<file path="src/rtl/sid_bus_queue_if.sv">
// SPI-byte input and SID write-bus output bundle for sid_bus_queue.
// The slave modport is the queue itself. The master modport is whatever feeds it and observes it.
interface sid_bus_queue_if #(
    parameter int LVL_W = 5
);
    logic [7:0]       iSpiData;
    logic             iSpiRecv;
    logic             iClkEn;
    logic             oWE;
    logic [4:0]       oAddr;
    logic [7:0]       oDataW;
    logic [LVL_W-1:0] oLevel;
    logic             oOverflow;
    logic             oFrameErr;

    modport master (
        output iSpiData, iSpiRecv, iClkEn,
        input  oWE, oAddr, oDataW, oLevel, oOverflow, oFrameErr
    );

    modport slave (
        input  iSpiData, iSpiRecv, iClkEn,
        output oWE, oAddr, oDataW, oLevel, oOverflow, oFrameErr
    );
endinterface

</file>
<file path="src/rtl/sid_bus_queue.sv">
// Decodes two-byte SPI writes into SID register writes and queues them in a FIFO.
// The queue issues at most one write per SID clock enable.
module sid_bus_queue #(
    parameter int DEPTH = 16,
    parameter int LVL_W = 5
) (
    input  logic            clk,
    input  logic            rst,
    sid_bus_queue_if.slave  bus
);
    localparam int AW = $clog2(DEPTH);

    if (DEPTH < 2 || (1 << AW) != DEPTH || LVL_W != AW + 1) begin : g_param_chk
        $error("sid_bus_queue: DEPTH must be a power of two >= 2 and LVL_W = log2(DEPTH)+1");
    end

    typedef struct packed {
        logic [4:0] addr;
        logic [7:0] data;
    } entry_t;

    entry_t           mem [DEPTH];
    entry_t           wr_entry;
    logic [AW-1:0]    wr_ptr, rd_ptr;
    logic [LVL_W-1:0] level;

    logic       hdr_valid;
    logic [4:0] hdr_addr;
    logic [1:0] hdr_msb;

    logic is_hdr, is_data, push_req, empty, full, pop, push, drop, frame_err;

    logic       we_q, ovf_q, ferr_q;
    logic [4:0] addr_q;
    logic [7:0] data_q;

    // Pop is decided on the level before this cycle's push.
    // A byte landing in an empty FIFO therefore waits for the next enable.
    always_comb begin
        is_hdr    = bus.iSpiRecv & bus.iSpiData[7];
        is_data   = bus.iSpiRecv & ~bus.iSpiData[7];
        push_req  = is_data & hdr_valid;
        frame_err = is_data & ~hdr_valid;
        empty     = (level == '0);
        full      = (level == LVL_W'(DEPTH));
        pop       = bus.iClkEn & ~empty;
        push      = push_req & (~full | pop);
        drop      = push_req & full & ~pop;
        wr_entry  = '{addr: hdr_addr, data: {hdr_msb, bus.iSpiData[5:0]}};
    end

    always_ff @(posedge clk) begin
        if (rst) begin
            hdr_valid <= 1'b0;
            hdr_addr  <= '0;
            hdr_msb   <= '0;
        end else if (is_hdr) begin
            hdr_valid <= 1'b1;
            hdr_addr  <= bus.iSpiData[6:2];
            hdr_msb   <= bus.iSpiData[1:0];
        end
    end

    always_ff @(posedge clk) begin
        if (rst) begin
            wr_ptr <= '0;
            rd_ptr <= '0;
            level  <= '0;
        end else begin
            if (push) wr_ptr <= wr_ptr + AW'(1);
            if (pop)  rd_ptr <= rd_ptr + AW'(1);
            case ({push, pop})
                2'b10:   level <= level + LVL_W'(1);
                2'b01:   level <= level - LVL_W'(1);
                default: level <= level;
            endcase
        end
    end

    always_ff @(posedge clk) begin
        if (push && !rst) mem[wr_ptr] <= wr_entry;
    end

    // The output registers hold the last popped entry until the next pop.
    always_ff @(posedge clk) begin
        if (rst) begin
            we_q   <= 1'b0;
            addr_q <= '0;
            data_q <= '0;
        end else begin
            we_q <= pop;
            if (pop) begin
                addr_q <= mem[rd_ptr].addr;
                data_q <= mem[rd_ptr].data;
            end
        end
    end

    always_ff @(posedge clk) begin
        if (rst) begin
            ovf_q  <= 1'b0;
            ferr_q <= 1'b0;
        end else begin
            if (drop)      ovf_q  <= 1'b1;
            if (frame_err) ferr_q <= 1'b1;
        end
    end

    assign bus.oWE       = we_q;
    assign bus.oAddr     = addr_q;
    assign bus.oDataW    = data_q;
    assign bus.oLevel    = level;
    assign bus.oOverflow = ovf_q;
    assign bus.oFrameErr = ferr_q;
endmodule

</file>
<file path="src/flat_wrapper.sv">
// flat-port wrapper written by rule: the top's interface ports become plain ports
module sid_bus_queue_flat 
#(
    parameter int DEPTH = 16,
    parameter int LVL_W = 5
)
  (clk, rst, bus_iSpiData, bus_iSpiRecv, bus_iClkEn, bus_oWE, bus_oAddr, bus_oDataW, bus_oLevel, bus_oOverflow, bus_oFrameErr);
  sid_bus_queue_if #(.LVL_W(LVL_W)) bus_i ();
  input  logic clk;
  input  logic rst;
  input wire logic [$bits(bus_i.iSpiData)-1:0] bus_iSpiData;
  input wire logic [$bits(bus_i.iSpiRecv)-1:0] bus_iSpiRecv;
  input wire logic [$bits(bus_i.iClkEn)-1:0] bus_iClkEn;
  output wire logic [$bits(bus_i.oWE)-1:0] bus_oWE;
  output wire logic [$bits(bus_i.oAddr)-1:0] bus_oAddr;
  output wire logic [$bits(bus_i.oDataW)-1:0] bus_oDataW;
  output wire logic [$bits(bus_i.oLevel)-1:0] bus_oLevel;
  output wire logic [$bits(bus_i.oOverflow)-1:0] bus_oOverflow;
  output wire logic [$bits(bus_i.oFrameErr)-1:0] bus_oFrameErr;
  assign bus_i.iSpiData = bus_iSpiData;
  assign bus_i.iSpiRecv = bus_iSpiRecv;
  assign bus_i.iClkEn = bus_iClkEn;
  assign bus_oWE = bus_i.oWE;
  assign bus_oAddr = bus_i.oAddr;
  assign bus_oDataW = bus_i.oDataW;
  assign bus_oLevel = bus_i.oLevel;
  assign bus_oOverflow = bus_i.oOverflow;
  assign bus_oFrameErr = bus_i.oFrameErr;
  sid_bus_queue #(.DEPTH(DEPTH), .LVL_W(LVL_W)) u_core (.clk(clk), .rst(rst), .bus(bus_i));
endmodule
</file>
<file path="config.mk">
export PLATFORM = sky130hd
export DESIGN_NAME = sid_bus_queue_flat
export DESIGN_NICKNAME = d
export VERILOG_FILES = /design/src/rtl/sid_bus_queue_if.sv /design/src/rtl/sid_bus_queue.sv /design/src/flat_wrapper.sv
export SDC_FILE = /design/constraint.sdc
export NUM_CORES = 1
export LEC_CHECK = 0
export CAP_MARGIN = 10
export CORE_AREA = 2 2 151 124
export DETAILED_ROUTE_END_ITERATION = 8
export DIE_AREA = 0 0 153 126
export DONT_BUFFER_PORTS = 1
export PLACE_DENSITY = 0.76
export SLEW_MARGIN = 0
export SYNTH_ARGS = -nofsm -noshare
export SYNTH_HDL_FRONTEND = slang
export SYNTH_SLANG_ARGS = --single-unit
</file>
<file path="constraint.sdc">
create_clock -name clk -period 3.56 [get_ports clk]
set_clock_uncertainty 0.05 [all_clocks]
set_input_delay 0.356 -clock clk [delete_from_list [all_inputs] [get_ports clk]]
set_output_delay 0.356 -clock clk [all_outputs]
set_load 0.1 [all_outputs]
</file>
==> results of run 1 <==
## worst max-delay path: stages, from the launching register on
cell	delay [ps]
dfxtp_2	330
or4_4	570
o31a_1	290
inv_1	70
ha_1	230
inv_1	100
fa_1	390
nor2b_1	150
o21ai_0	140
nand3_1	110
or3b_2	460
mux2_2	280
## power groups by stage
stage	clock (mW)	sequential [mW]	combinational, mW
2_1_floorplan	0	3.53	0.656
3_3_place_gp	0	3.56	0.787
6_report	2.47	3.50	0.836
5_1_grt	2.61	3.51	0.896
3_5_place_dp	0	3.56	0.807
4_1_cts	2.49	3.50	0.845
## routing by layer
layer | global-route usage, % | wire length [um] | share of wire [%]
met5 | 0 | 0 | 0
met4 | 4.52 | 323 | 1.6
met3 | 3.23 | 1110 | 5.6
met2 | 34.3 | 9720 | 50
met1 | 30.1 | 8440 | 43
## cells by family (layout without fill, tap and decap cells)
logic type | after synthesis | count (layout) | synth area share [%]
AO/OA/AOI/OAI | 32 | 32 | 3.03
other | 0 | 2 | 0
flip-flops | 245 | 245 | 72.8
buffers and inverters | 35 | 92 | 2.02
AND/OR/NAND/NOR | 89 | 89 | 4.89
adder cells (fa/ha/maj) | 10 | 10 | 1.38
multiplexers | 80 | 80 | 15.1
XOR/XNOR | 8 | 8 | 0.730
## cell usage after synthesis
library cell	instances
a21o_2	1
a21oi_1	15
and3b_1	1
buf_1	7
buf_2	8
buf_6	1
buf_8	2
clkbuf_1	6
clkbuf_8	2
dfxtp_1	37
edfxtp_1	208
fa_1	1
ha_1	9
inv_1	8
inv_4	1
mux2_2	1
mux2i_1	27
mux4_2	52
nand2_1	15
nand2_4	1
nand3_1	8
nand3b_1	14
nand3b_4	1
nand4_1	2
nor2_1	37
nor2b_1	2
nor3_1	2
nor3b_1	1
o21ai_0	1
o21ai_4	1
o221ai_1	3
o221ai_2	10
o31a_1	1
or3_1	1
or3_4	1
or3b_2	2
or4_4	1
xnor2_1	3
xor2_1	5
## through the flow
stage / std cells / hold WS, ps / instance area (um2) / setup slack (ps) / power, mW
after floorplan: 499 / 402 / 9600 / 32.0 / 4.19
after global placement: 728 / 375 / 9950 / 489 / 4.35
after detailed placement: 728 / 376 / 9950 / 378 / 4.37
after CTS: 786 / 9.74 / 10900 / 355 / 6.84
after global routing: 787 / 24.2 / 10900 / 209 / 7.02
final: 788 / 25.8 / 10900 / 308 / 6.80
## final timing paths
kind                                           start                   end  slack, ps
worst min-delay path                             rst   u_core.bus.oAddr[1]         30
worst min register to register      u_core.hdr_valid  u_core.bus.oFrameErr        510
worst max register to register  u_core.bus.oLevel[0]  u_core.bus.oLevel[4]        310
worst max-delay path            u_core.bus.oLevel[0]  u_core.bus.oLevel[4]        310
## sequential cells by signal, summed over array words and instances (netlist names), 2 cells and up
signal and count:
u_core.bus.oLevel 5, u_core.bus.oDataW 8, u_core.mem 208, u_core.hdr_addr 5
u_core.hdr_msb 2, u_core.bus.oAddr 5, u_core.rd_ptr 4, u_core.wr_ptr 4
## final cells by class
class	instances	share of cell area (%)
Sequential cell	245	64.3
Multi-Input combinational cell	219	22.2
Clock buffer	30	5.93
Timing Repair Buffer	39	3.25
Tap cell	230	2.65
Clock inverter	14	1.24
Inverter	9	0.334
Antenna cell	2	0.0460
==> flow_results.xml, run 1 <==
<?xml version="1.0" encoding="UTF-8"?>
<metrics>
  <group name="clock_tree">
    <metric name="hold_buffers" unit="">14</metric>
    <metric name="post_cts.resized_instances" unit="">0</metric>
    <metric name="clkTransAtPathRegs" unit="ps">60</metric>
    <metric name="worst_skew_pair.late_latency" unit="ps">500</metric>
    <metric name="clk_path_buf_depth" unit="">3</metric>
    <metric name="cts_post_setup_buffers_inserted" unit="">0</metric>
    <metric name="cts_tree" unit="">done</metric>
    <metric name="cts.htree.levels" unit="">1</metric>
    <metric name="numCtsBuffers" unit="">24</metric>
    <metric name="cell_chosen_for_the_clock_root" unit="">clkbuf_16</metric>
    <metric name="cts_sinks" unit="">245</metric>
  </group>
  <group name="sta">
    <metric name="worst-slew-pin-transition" unit="ps">1040</metric>
    <metric name="setup_repair_after_global_routing_missed_its_margin" unit="">no</metric>
    <metric name="fin_tns_setup" unit="ps">0</metric>
    <metric name="maxClockFrequency" unit="GHz">0.307</metric>
    <metric name="worst_relative_slew_slack" unit="%">30.4</metric>
    <metric name="maxSlewViolCount" unit="">0</metric>
    <metric name="min_period_over_period" unit="%">91.4</metric>
    <metric name="setup_viol" unit="">0</metric>
    <metric name="final-hold-violation-count" unit="">0</metric>
    <metric name="period_minus_slack" unit="ps">3250</metric>
  </group>
  <group name="global_routing">
    <metric name="grt_overflow_total" unit="">0</metric>
    <metric name="grt_pass1_vias" unit="">4910</metric>
    <metric name="grt_antenna_before_repair" unit="">1</metric>
    <metric name="grt_use_total" unit="%">20.8</metric>
    <metric name="grt_start_max_net_pins" unit="">35</metric>
    <metric name="grt_pass1_wl" unit="um">30000</metric>
  </group>
  <group name="finish">
    <metric name="n_fill_cell" unit="">1233</metric>
    <metric name="area_of_the_multi_input_gates" unit="um2">2410</metric>
    <metric name="synthToLayoutAreaGrowth" unit="%">13.3</metric>
    <metric name="finalNetCount" unit="">560</metric>
    <metric name="drive_gt1_share" unit="%">25.2</metric>
    <metric name="final_util" unit="%">61.1</metric>
    <metric name="most_frequent_cells_in_the_layout" unit="">edfxtp_1, mux4_2, nor2_1</metric>
    <metric name="mostFrequentLayoutCell" unit="">edfxtp_1</metric>
    <metric name="ff_latch_area" unit="um2">7000</metric>
  </group>
  <group name="critical_path">
    <metric name="critical_path.startpoint_type" unit="">flip-flop</metric>
    <metric name="type_of_the_worst_setup_path" unit="">flip-flop to flip-flop</metric>
    <metric name="worst-endpoint-arrival" unit="ps">3600</metric>
    <metric name="ff2ff_path_depth" unit="">11</metric>
    <metric name="worstSetupEndpointType" unit="">flip-flop</metric>
    <metric name="critPathRequiredTime" unit="ps">3910</metric>
    <metric name="critical_path_peak_fanout" unit="">4</metric>
  </group>
  <group name="place">
    <metric name="gp_routability_congestion" unit="">0.808</metric>
    <metric name="detailedPlacementHpwl" unit="um">11800</metric>
    <metric name="buffer_ports.inserted" unit="">0</metric>
  </group>
  <group name="power">
    <metric name="power.share.sequential" unit="%">51.4</metric>
    <metric name="switching_fraction" unit="%">26.3</metric>
    <metric name="power_density" unit="nW/um2">625</metric>
    <metric name="p_switching" unit="mW">1.79</metric>
    <metric name="combinational_share_of_power" unit="%">12.3</metric>
    <metric name="power_leakage" unit="nW">3.45</metric>
    <metric name="internal_power" unit="mW">5.01</metric>
    <metric name="power_frac_clock" unit="%">36.3</metric>
    <metric name="vdd_ir_drop_max" unit="uV">380</metric>
  </group>
  <group name="routing">
    <metric name="avgRoutedWirePerCell" unit="um">24.9</metric>
    <metric name="num_vias" unit="">4736</metric>
    <metric name="dr.pass1.iters" unit="">5</metric>
    <metric name="via_per_inst" unit="">6.01</metric>
    <metric name="final_antenna_net_count" unit="">0</metric>
    <metric name="drt-initial-drc-count" unit="">411</metric>
    <metric name="route.detailed.drc" unit="">0</metric>
    <metric name="totalWireLength" unit="um">19600</metric>
  </group>
  <group name="logic_synthesis">
    <metric name="synth_area_leader_cell" unit="">edfxtp_1</metric>
    <metric name="synth.yosys.warnings" unit="">0</metric>
    <metric name="synth_fp_nets" unit="">521</metric>
    <metric name="syn-cell-area" unit="um2">9600</metric>
    <metric name="post_synthesis_mean_instance_area" unit="um2">19.2</metric>
    <metric name="synthesis.instances" unit="">499</metric>
    <metric name="synth_seq_cells" unit="">245</metric>
    <metric name="synth_top_area_share" unit="%">65.1</metric>
    <metric name="synth.area.top_cells" unit="">edfxtp_1, mux4_2, dfxtp_1</metric>
    <metric name="synth-seq-area-share" unit="%">72.8</metric>
    <metric name="ys_types" unit="">39</metric>
  </group>
  <group name="worst_hold_path">
    <metric name="worst_min_delay_path_category" unit="">primary input to flip-flop</metric>
    <metric name="min_path_cells" unit="">2</metric>
  </group>
  <group name="floorplan">
    <metric name="coreArea" unit="um2">17800</metric>
    <metric name="die-height" unit="um">126</metric>
    <metric name="initial_core_util" unit="%">54.0</metric>
    <metric name="row_count" unit="">44</metric>
    <metric name="floorplan.die_area" unit="um2">19300</metric>
    <metric name="die_w" unit="um">153</metric>
    <metric name="io_pins" unit="">33</metric>
  </group>
  <group name="run_status">
    <metric name="run_status" unit="">complete, no violations</metric>
  </group>
  <group name="flow_run">
    <metric name="cap_violations" unit="">0</metric>
  </group>
</metrics>
Power figures use the tool's default switching activity.
==> run 2, diff against run 1 <==
Settings changed: CORE_AREA 2 2 151 124 to 2 2 145 119, DIE_AREA 0 0 153 126 to 0 0 147 121, PLACE_DENSITY 0.76 to 0.81, SETUP_SLACK_MARGIN set to 0.05.
==> run 2 against run 1 <==
  * Worst hold slack got worse by 11 ps
  * Maximum frequency decreased by 3.0%
  * Sequential power about the same
  * Via count increased by 2.2%
  * Core utilization increased by 5.2 points
  * Critical endpoint unchanged
  * Highest routed layer is now met5
==> flow_results.xml, run 2 (synthesized netlist as in run 1, its figures left out) <==
<?xml version="1.0" encoding="UTF-8"?>
<metrics>
  <group name="global_routing">
    <metric name="grt_overflow_total" unit="">0</metric>
    <metric name="grt_pass1_wl" unit="um">30300</metric>
    <metric name="grt_antenna_before_repair" unit="">1</metric>
    <metric name="grt_use_total" unit="%">23.3</metric>
    <metric name="grt_pass1_vias" unit="">4936</metric>
    <metric name="grt_start_max_net_pins" unit="">31</metric>
  </group>
  <group name="power">
    <metric name="power_leakage" unit="nW">3.45</metric>
    <metric name="power_density" unit="nW/um2">622</metric>
    <metric name="vdd_ir_drop_max" unit="uV">368</metric>
    <metric name="post-layout-total-power" unit="mW">6.73</metric>
  </group>
  <group name="clock_tree">
    <metric name="cts_tree" unit="">done</metric>
    <metric name="cell_chosen_for_the_clock_root" unit="">clkbuf_16</metric>
    <metric name="clkTransAtPathRegs" unit="ps">70</metric>
    <metric name="worst_skew_pair.late_latency" unit="ps">530</metric>
    <metric name="cts_post_setup_buffers_inserted" unit="">0</metric>
    <metric name="numCtsBuffers" unit="">23</metric>
    <metric name="cts.htree.levels" unit="">1</metric>
    <metric name="cts_sinks" unit="">245</metric>
    <metric name="clk_path_buf_depth" unit="">3</metric>
  </group>
  <group name="routing">
    <metric name="route.detailed.drc" unit="">0</metric>
    <metric name="drt-initial-drc-count" unit="">456</metric>
    <metric name="avgRoutedWirePerCell" unit="um">26.0</metric>
    <metric name="num_vias" unit="">4838</metric>
    <metric name="via_per_inst" unit="">6.27</metric>
    <metric name="dr.pass1.iters" unit="">5</metric>
    <metric name="final_antenna_net_count" unit="">0</metric>
    <metric name="totalWireLength" unit="um">20100</metric>
  </group>
  <group name="sta">
    <metric name="setup_viol" unit="">0</metric>
    <metric name="final-hold-violation-count" unit="">0</metric>
    <metric name="worst_relative_slew_slack" unit="%">27.3</metric>
    <metric name="maxSlewViolCount" unit="">0</metric>
    <metric name="fin_tns_setup" unit="ps">0</metric>
    <metric name="worst-slew-pin-transition" unit="ps">1090</metric>
    <metric name="min_period_over_period" unit="%">94.2</metric>
    <metric name="period_minus_slack" unit="ps">3350</metric>
    <metric name="setup_repair_after_global_routing_missed_its_margin" unit="">no</metric>
    <metric name="maxClockFrequency" unit="GHz">0.298</metric>
  </group>
  <group name="critical_path">
    <metric name="r2r-start" unit="">u_core.bus.oLevel[0]</metric>
    <metric name="critPathRequiredTime" unit="ps">3910</metric>
    <metric name="ff2ff_path_depth" unit="">11</metric>
    <metric name="critical_path.n_buffers_inverters" unit="">2</metric>
    <metric name="slowest_stage" unit="">or4_4</metric>
    <metric name="crit_family" unit="">simple AND/OR/NAND/NOR gates</metric>
    <metric name="cp_num_cells" unit="">11</metric>
    <metric name="worst-endpoint-arrival" unit="ps">3700</metric>
    <metric name="crit_path_start" unit="">u_core.bus.oLevel[0]</metric>
    <metric name="critPathCapture" unit="">u_core.bus.oLevel[4]</metric>
    <metric name="reg2reg_slack" unit="ps">210</metric>
    <metric name="worst_path_most_repeated_cell" unit="">inv_1</metric>
    <metric name="r2r-end" unit="">u_core.bus.oLevel[4]</metric>
    <metric name="type_of_the_worst_setup_path" unit="">flip-flop to flip-flop</metric>
    <metric name="cp_slowest_stage_delay" unit="ps">570</metric>
    <metric name="critical_path.startpoint_type" unit="">flip-flop</metric>
    <metric name="critical_path_peak_fanout" unit="">9</metric>
    <metric name="worstPathCellList" unit="">or4_4, o31a_4, inv_1, ha_2, inv_1, fa_1, nor2b_1, o21ai_0, nand3_1, or3b_2, mux2_2</metric>
    <metric name="worstSetupEndpointType" unit="">flip-flop</metric>
  </group>
  <group name="flow_run">
    <metric name="cap_violations" unit="">0</metric>
  </group>
  <group name="finish">
    <metric name="n_fill_cell" unit="">1024</metric>
    <metric name="drive_gt1_share" unit="%">25.5</metric>
    <metric name="synthToLayoutAreaGrowth" unit="%">12.6</metric>
    <metric name="largest-register" unit="">u_core.mem</metric>
    <metric name="mostFrequentLayoutCell" unit="">edfxtp_1</metric>
    <metric name="area_of_the_multi_input_gates" unit="um2">2430</metric>
    <metric name="largest_register_ffs" unit="">208</metric>
    <metric name="most_frequent_cells_in_the_layout" unit="">edfxtp_1, mux4_2, nor2_1</metric>
    <metric name="finalNetCount" unit="">557</metric>
    <metric name="antenna-diode-count" unit="">0</metric>
    <metric name="ff_latch_area" unit="um2">7000</metric>
  </group>
  <group name="floorplan">
    <metric name="floorplan.die_area" unit="um2">17800</metric>
    <metric name="die_w" unit="um">147</metric>
    <metric name="row_count" unit="">42</metric>
    <metric name="initial_core_util" unit="%">58.9</metric>
    <metric name="die-height" unit="um">121</metric>
    <metric name="coreArea" unit="um2">16300</metric>
    <metric name="io_pins" unit="">33</metric>
  </group>
  <group name="place">
    <metric name="detailedPlacementHpwl" unit="um">11200</metric>
    <metric name="buffer_ports.inserted" unit="">0</metric>
    <metric name="gp_routability_congestion" unit="">0.828</metric>
  </group>
  <group name="worst_hold_path">
    <metric name="min_path_cells" unit="">2</metric>
    <metric name="worst_min_delay_path_category" unit="">primary input to flip-flop</metric>
  </group>
  <group name="run_status">
    <metric name="run_status" unit="">complete, no violations</metric>
  </group>
</metrics>
[run 2: cell types whose count changed in the layout (fill, tap and decap cells not counted), sizes merged]
cell / before / now
clkinvlp: 4 / 1
buf: 25 / 24
dlygate4sd3: 14 / 13
clkbuf: 30 / 26
diode: 2 / 0
clkinv: 8 / 12
inv: 9 / 10
[run 2: worst reg2reg max path: cells and delay by family (launching register included)]
| family | cells | cell delay, ps |
|---|---|---|
| AOI/OAI and AO/OA | 2 | 500 |
| adders and majority gates | 2 | 600 |
| buffers and inverters | 2 | 170 |
| DFF | 1 | 320 |
| muxes | 1 | 280 |
| and+or+nand+nor | 4 | 1300 |
[run 2: final cells by class]
class                      count  share of cell area (%)
clock inverter                16                    1.40
tap                          220                    2.55
sequential                   245                    64.7
multi-input combinational    219                    22.4
timing repair buffer          37                    3.10
inverter                       9                   0.336
clock buffer                  26                    5.43
[run 2: metrics by stage]
step	hold WS (ps)	area, um2	util [%]	std cells	setup WS (ps)
after global routing	13.8	10800	66.4	772	102
after global placement	377	9930	61.0	717	307
after CTS	3.92	10800	66.3	772	124
after floorplan	402	9600	-	499	54.7
after detailed placement	377	9930	61.0	717	171
final	14.6	10800	66.4	772	207
[run 2: timing repair]
| item | 4_1_cts | 5_1_grt |
|---|---|---|
| hold buffers | 13 | 0 |
| resized for setup | 0 | 3 |
| endpoints found under the setup margin | 0 | 1 |
| endpoints found under the hold margin | 119 | 0 |
[run 2: worst min-delay path by stage]
stage	startpoint	end
2_1_floorplan	u_core.hdr_valid	u_core.hdr_valid
3_3_place_gp	rst	u_core.bus.oLevel[1]
3_5_place_dp	rst	u_core.rd_ptr[1]
4_1_cts	rst	u_core.bus.oDataW[0]
5_1_grt	rst	u_core.bus.oDataW[6]
6_report	rst	u_core.bus.oDataW[0]
[run 2: metal layers]
metal | up-vias | GRT usage (%) | part of all wire, %
met2 | 196 | 39.8 | 51
li1 | 2062 | - | -
met4 | 2 | 7.81 | 3.1
met3 | 45 | 5.00 | 7.1
met1 | 2533 | 30.4 | 39
met5 | - | 0 | 0.065
[run 2: report_power, final]
group / switching (mW) / internal [mW]
logic: 0.414 / 0.416
clock network: 1.05 / 1.35
registers: 0.340 / 3.16
total: 1.80 / 4.92
==> run 3, diff against run 2 <==
Settings changed: REMOVE_ABC_BUFFERS set to 1.
==> run 3 against run 2 <==
  * Sequential share of layout area fell by 0.19 points
  * Combinational power about the same
  * Sequential power barely moved
  * Largest cell class unchanged
==> flow_results.xml, run 3 (synthesized netlist as in run 1, its figures left out) <==
<?xml version="1.0" encoding="UTF-8"?>
<metrics>
  <group name="run_status">
    <metric name="run_status" unit="">complete, no violations</metric>
  </group>
  <group name="floorplan">
    <metric name="coreArea" unit="um2">16300</metric>
    <metric name="initial_core_util" unit="%">58.9</metric>
    <metric name="die-height" unit="um">121</metric>
    <metric name="die_w" unit="um">147</metric>
    <metric name="io_pins" unit="">33</metric>
    <metric name="row_count" unit="">42</metric>
    <metric name="floorplan.die_area" unit="um2">17800</metric>
  </group>
  <group name="routing">
    <metric name="dr.pass1.iters" unit="">4</metric>
    <metric name="num_vias" unit="">4842</metric>
    <metric name="drt-initial-drc-count" unit="">527</metric>
    <metric name="via_per_inst" unit="">6.22</metric>
    <metric name="avgRoutedWirePerCell" unit="um">26.3</metric>
    <metric name="totalWireLength" unit="um">20500</metric>
    <metric name="final_antenna_net_count" unit="">0</metric>
    <metric name="route.detailed.drc" unit="">0</metric>
  </group>
  <group name="clock_tree">
    <metric name="numCtsBuffers" unit="">23</metric>
    <metric name="clk_path_buf_depth" unit="">3</metric>
    <metric name="cell_chosen_for_the_clock_root" unit="">clkbuf_16</metric>
    <metric name="worst_skew_pair.late_latency" unit="ps">520</metric>
    <metric name="cts_post_setup_buffers_inserted" unit="">0</metric>
    <metric name="clkTransAtPathRegs" unit="ps">60</metric>
    <metric name="cts.htree.levels" unit="">1</metric>
    <metric name="cts_sinks" unit="">245</metric>
    <metric name="cts_tree" unit="">done</metric>
  </group>
  <group name="place">
    <metric name="gp_routability_congestion" unit="">0.824</metric>
    <metric name="dp_worst_setup_slack" unit="ps">318</metric>
    <metric name="detailedPlacementHpwl" unit="um">11600</metric>
    <metric name="buffer_ports.inserted" unit="">0</metric>
    <metric name="place.detailed.instances" unit="">721</metric>
    <metric name="placed_area" unit="um2">9930</metric>
  </group>
  <group name="power">
    <metric name="vdd_ir_drop_max" unit="uV">442</metric>
    <metric name="internal_power" unit="mW">5.00</metric>
    <metric name="power_frac_clock" unit="%">36.3</metric>
    <metric name="p_switching" unit="mW">1.79</metric>
    <metric name="switching_fraction" unit="%">26.3</metric>
    <metric name="post-layout-total-power" unit="mW">6.79</metric>
    <metric name="power.share.sequential" unit="%">51.5</metric>
    <metric name="power_leakage" unit="nW">3.47</metric>
    <metric name="combinational_share_of_power" unit="%">12.2</metric>
    <metric name="power_density" unit="nW/um2">627</metric>
  </group>
  <group name="worst_hold_path">
    <metric name="min_path_cells" unit="">2</metric>
    <metric name="min_delay_worst_endpoint" unit="">u_core.hdr_addr[3]</metric>
    <metric name="hold_path.startpoint" unit="">bus_iSpiRecv</metric>
    <metric name="worst_min_delay_path_category" unit="">primary input to flip-flop</metric>
  </group>
  <group name="sta">
    <metric name="period_minus_slack" unit="ps">3280</metric>
    <metric name="final-hold-violation-count" unit="">0</metric>
    <metric name="setup_repair_after_global_routing_missed_its_margin" unit="">no</metric>
    <metric name="setup_viol" unit="">0</metric>
    <metric name="worst_hold_slack" unit="ps">8.65</metric>
    <metric name="worst_relative_slew_slack" unit="%">26.2</metric>
    <metric name="fin_ws" unit="ps">279</metric>
    <metric name="min_period_over_period" unit="%">92.1</metric>
    <metric name="maxSlewViolCount" unit="">0</metric>
    <metric name="worst-slew-pin-transition" unit="ps">1110</metric>
    <metric name="maxClockFrequency" unit="GHz">0.305</metric>
  </group>
  <group name="critical_path">
    <metric name="type_of_the_worst_setup_path" unit="">flip-flop to flip-flop</metric>
    <metric name="reg2reg_slack" unit="ps">280</metric>
    <metric name="ff2ff_path_depth" unit="">11</metric>
    <metric name="critical_path.startpoint_type" unit="">flip-flop</metric>
    <metric name="critPathRequiredTime" unit="ps">3910</metric>
    <metric name="worst-endpoint-arrival" unit="ps">3630</metric>
    <metric name="critical_path_peak_fanout" unit="">4</metric>
    <metric name="r2r-end" unit="">u_core.bus.oLevel[4]</metric>
    <metric name="worstSetupEndpointType" unit="">flip-flop</metric>
    <metric name="r2r-start" unit="">u_core.bus.oLevel[0]</metric>
  </group>
  <group name="finish">
    <metric name="largest_register_ffs" unit="">208</metric>
    <metric name="layout.cell_area.non_filler" unit="um2">10800</metric>
    <metric name="area_of_the_multi_input_gates" unit="um2">2410</metric>
    <metric name="ff_latch_area" unit="um2">6990</metric>
    <metric name="largest-register" unit="">u_core.mem</metric>
    <metric name="n_fill_cell" unit="">1020</metric>
    <metric name="synthToLayoutAreaGrowth" unit="%">12.9</metric>
    <metric name="mostFrequentLayoutCell" unit="">edfxtp_1</metric>
    <metric name="most_frequent_cells_in_the_layout" unit="">edfxtp_1, mux4_2, nor2_1</metric>
    <metric name="drive_gt1_share" unit="%">25.3</metric>
    <metric name="stdcell_count" unit="">778</metric>
    <metric name="finalNetCount" unit="">562</metric>
  </group>
  <group name="global_routing">
    <metric name="gr-max-usage-layer" unit="">met2</metric>
    <metric name="global_route.usage.met2" unit="%">39.9</metric>
    <metric name="grt_overflow_total" unit="">0</metric>
    <metric name="grt_use_met1" unit="%">33.1</metric>
    <metric name="grt_util_met3" unit="%">3.95</metric>
    <metric name="grt_pass1_wl" unit="um">30900</metric>
    <metric name="grt_pass1_vias" unit="">4993</metric>
    <metric name="grt_antenna_before_repair" unit="">1</metric>
    <metric name="grt_start_max_net_pins" unit="">30</metric>
    <metric name="grt_use_total" unit="%">23.7</metric>
  </group>
  <group name="flow_run">
    <metric name="cap_violations" unit="">0</metric>
  </group>
</metrics>
run 3: power by group through the flow:
stage / Combinational (mW) / Clock [mW] / Sequential (mW)
finish: 0.832 / 2.47 / 3.49
global placement: 0.772 / 0 / 3.55
global route: 0.892 / 2.59 / 3.51
detailed placement: 0.797 / 0 / 3.56
floorplan: 0.530 / 0 / 3.64
CTS: 0.836 / 2.48 / 3.50
run 3: worst max-delay path: stages, from the launching register on:
cell     delay (ps)
dfxtp_1         310
or4_4           570
o31a_1          300
inv_1            70
ha_1            220
inv_1           100
fa_1            390
nor2b_1         170
o21ai_0         130
nand3_1         110
or3b_2          460
mux2_2          290
run 3: metal layers:
metal	vias up	share of wire (%)
met1	2498	39
met5	-	0
met2	236	51
met3	36	8.0
met4	0	1.8
li1	2072	-
run 3: cell type report:
cell class / instances / share of cell area (%)
antenna: 1 / 0.0231
clock buffer: 27 / 5.54
clock inverter: 15 / 1.48
inverter: 9 / 0.335
multi-input combinational: 219 / 22.3
sequential: 245 / 64.6
tap: 220 / 2.54
timing repair buffer: 42 / 3.23
run 3: what timing repair did:
item,CTS,global route
hold buffers,14,0
endpoints found under the setup margin,0,0
gates resized for setup,0,0
hold endpoints to repair,119,0
run 3: how the worst max path moves through the flow:
stage                                       to  depth (start not counted)  slack (ps)                 start
final                     u_core.bus.oLevel[4]                         11         280  u_core.bus.oLevel[0]
after global routing      u_core.bus.oLevel[4]                         11         150  u_core.bus.oLevel[0]
after CTS                 u_core.bus.oLevel[4]                         11         310  u_core.bus.oLevel[0]
after detailed placement  u_core.bus.oLevel[4]                         11         320  u_core.bus.oLevel[0]
after global placement    u_core.bus.oLevel[4]                         11         480  u_core.bus.oLevel[0]
after floorplan           u_core.bus.oLevel[4]                         11         -80  u_core.bus.oLevel[0]
run 3: through the flow:
step	utilization (%)	setup TNS, ps
after global placement	61.0	0
after detailed placement	61.0	0
after CTS	66.5	0
after floorplan	-	-83.7
final	66.5	0
after global routing	66.5	0
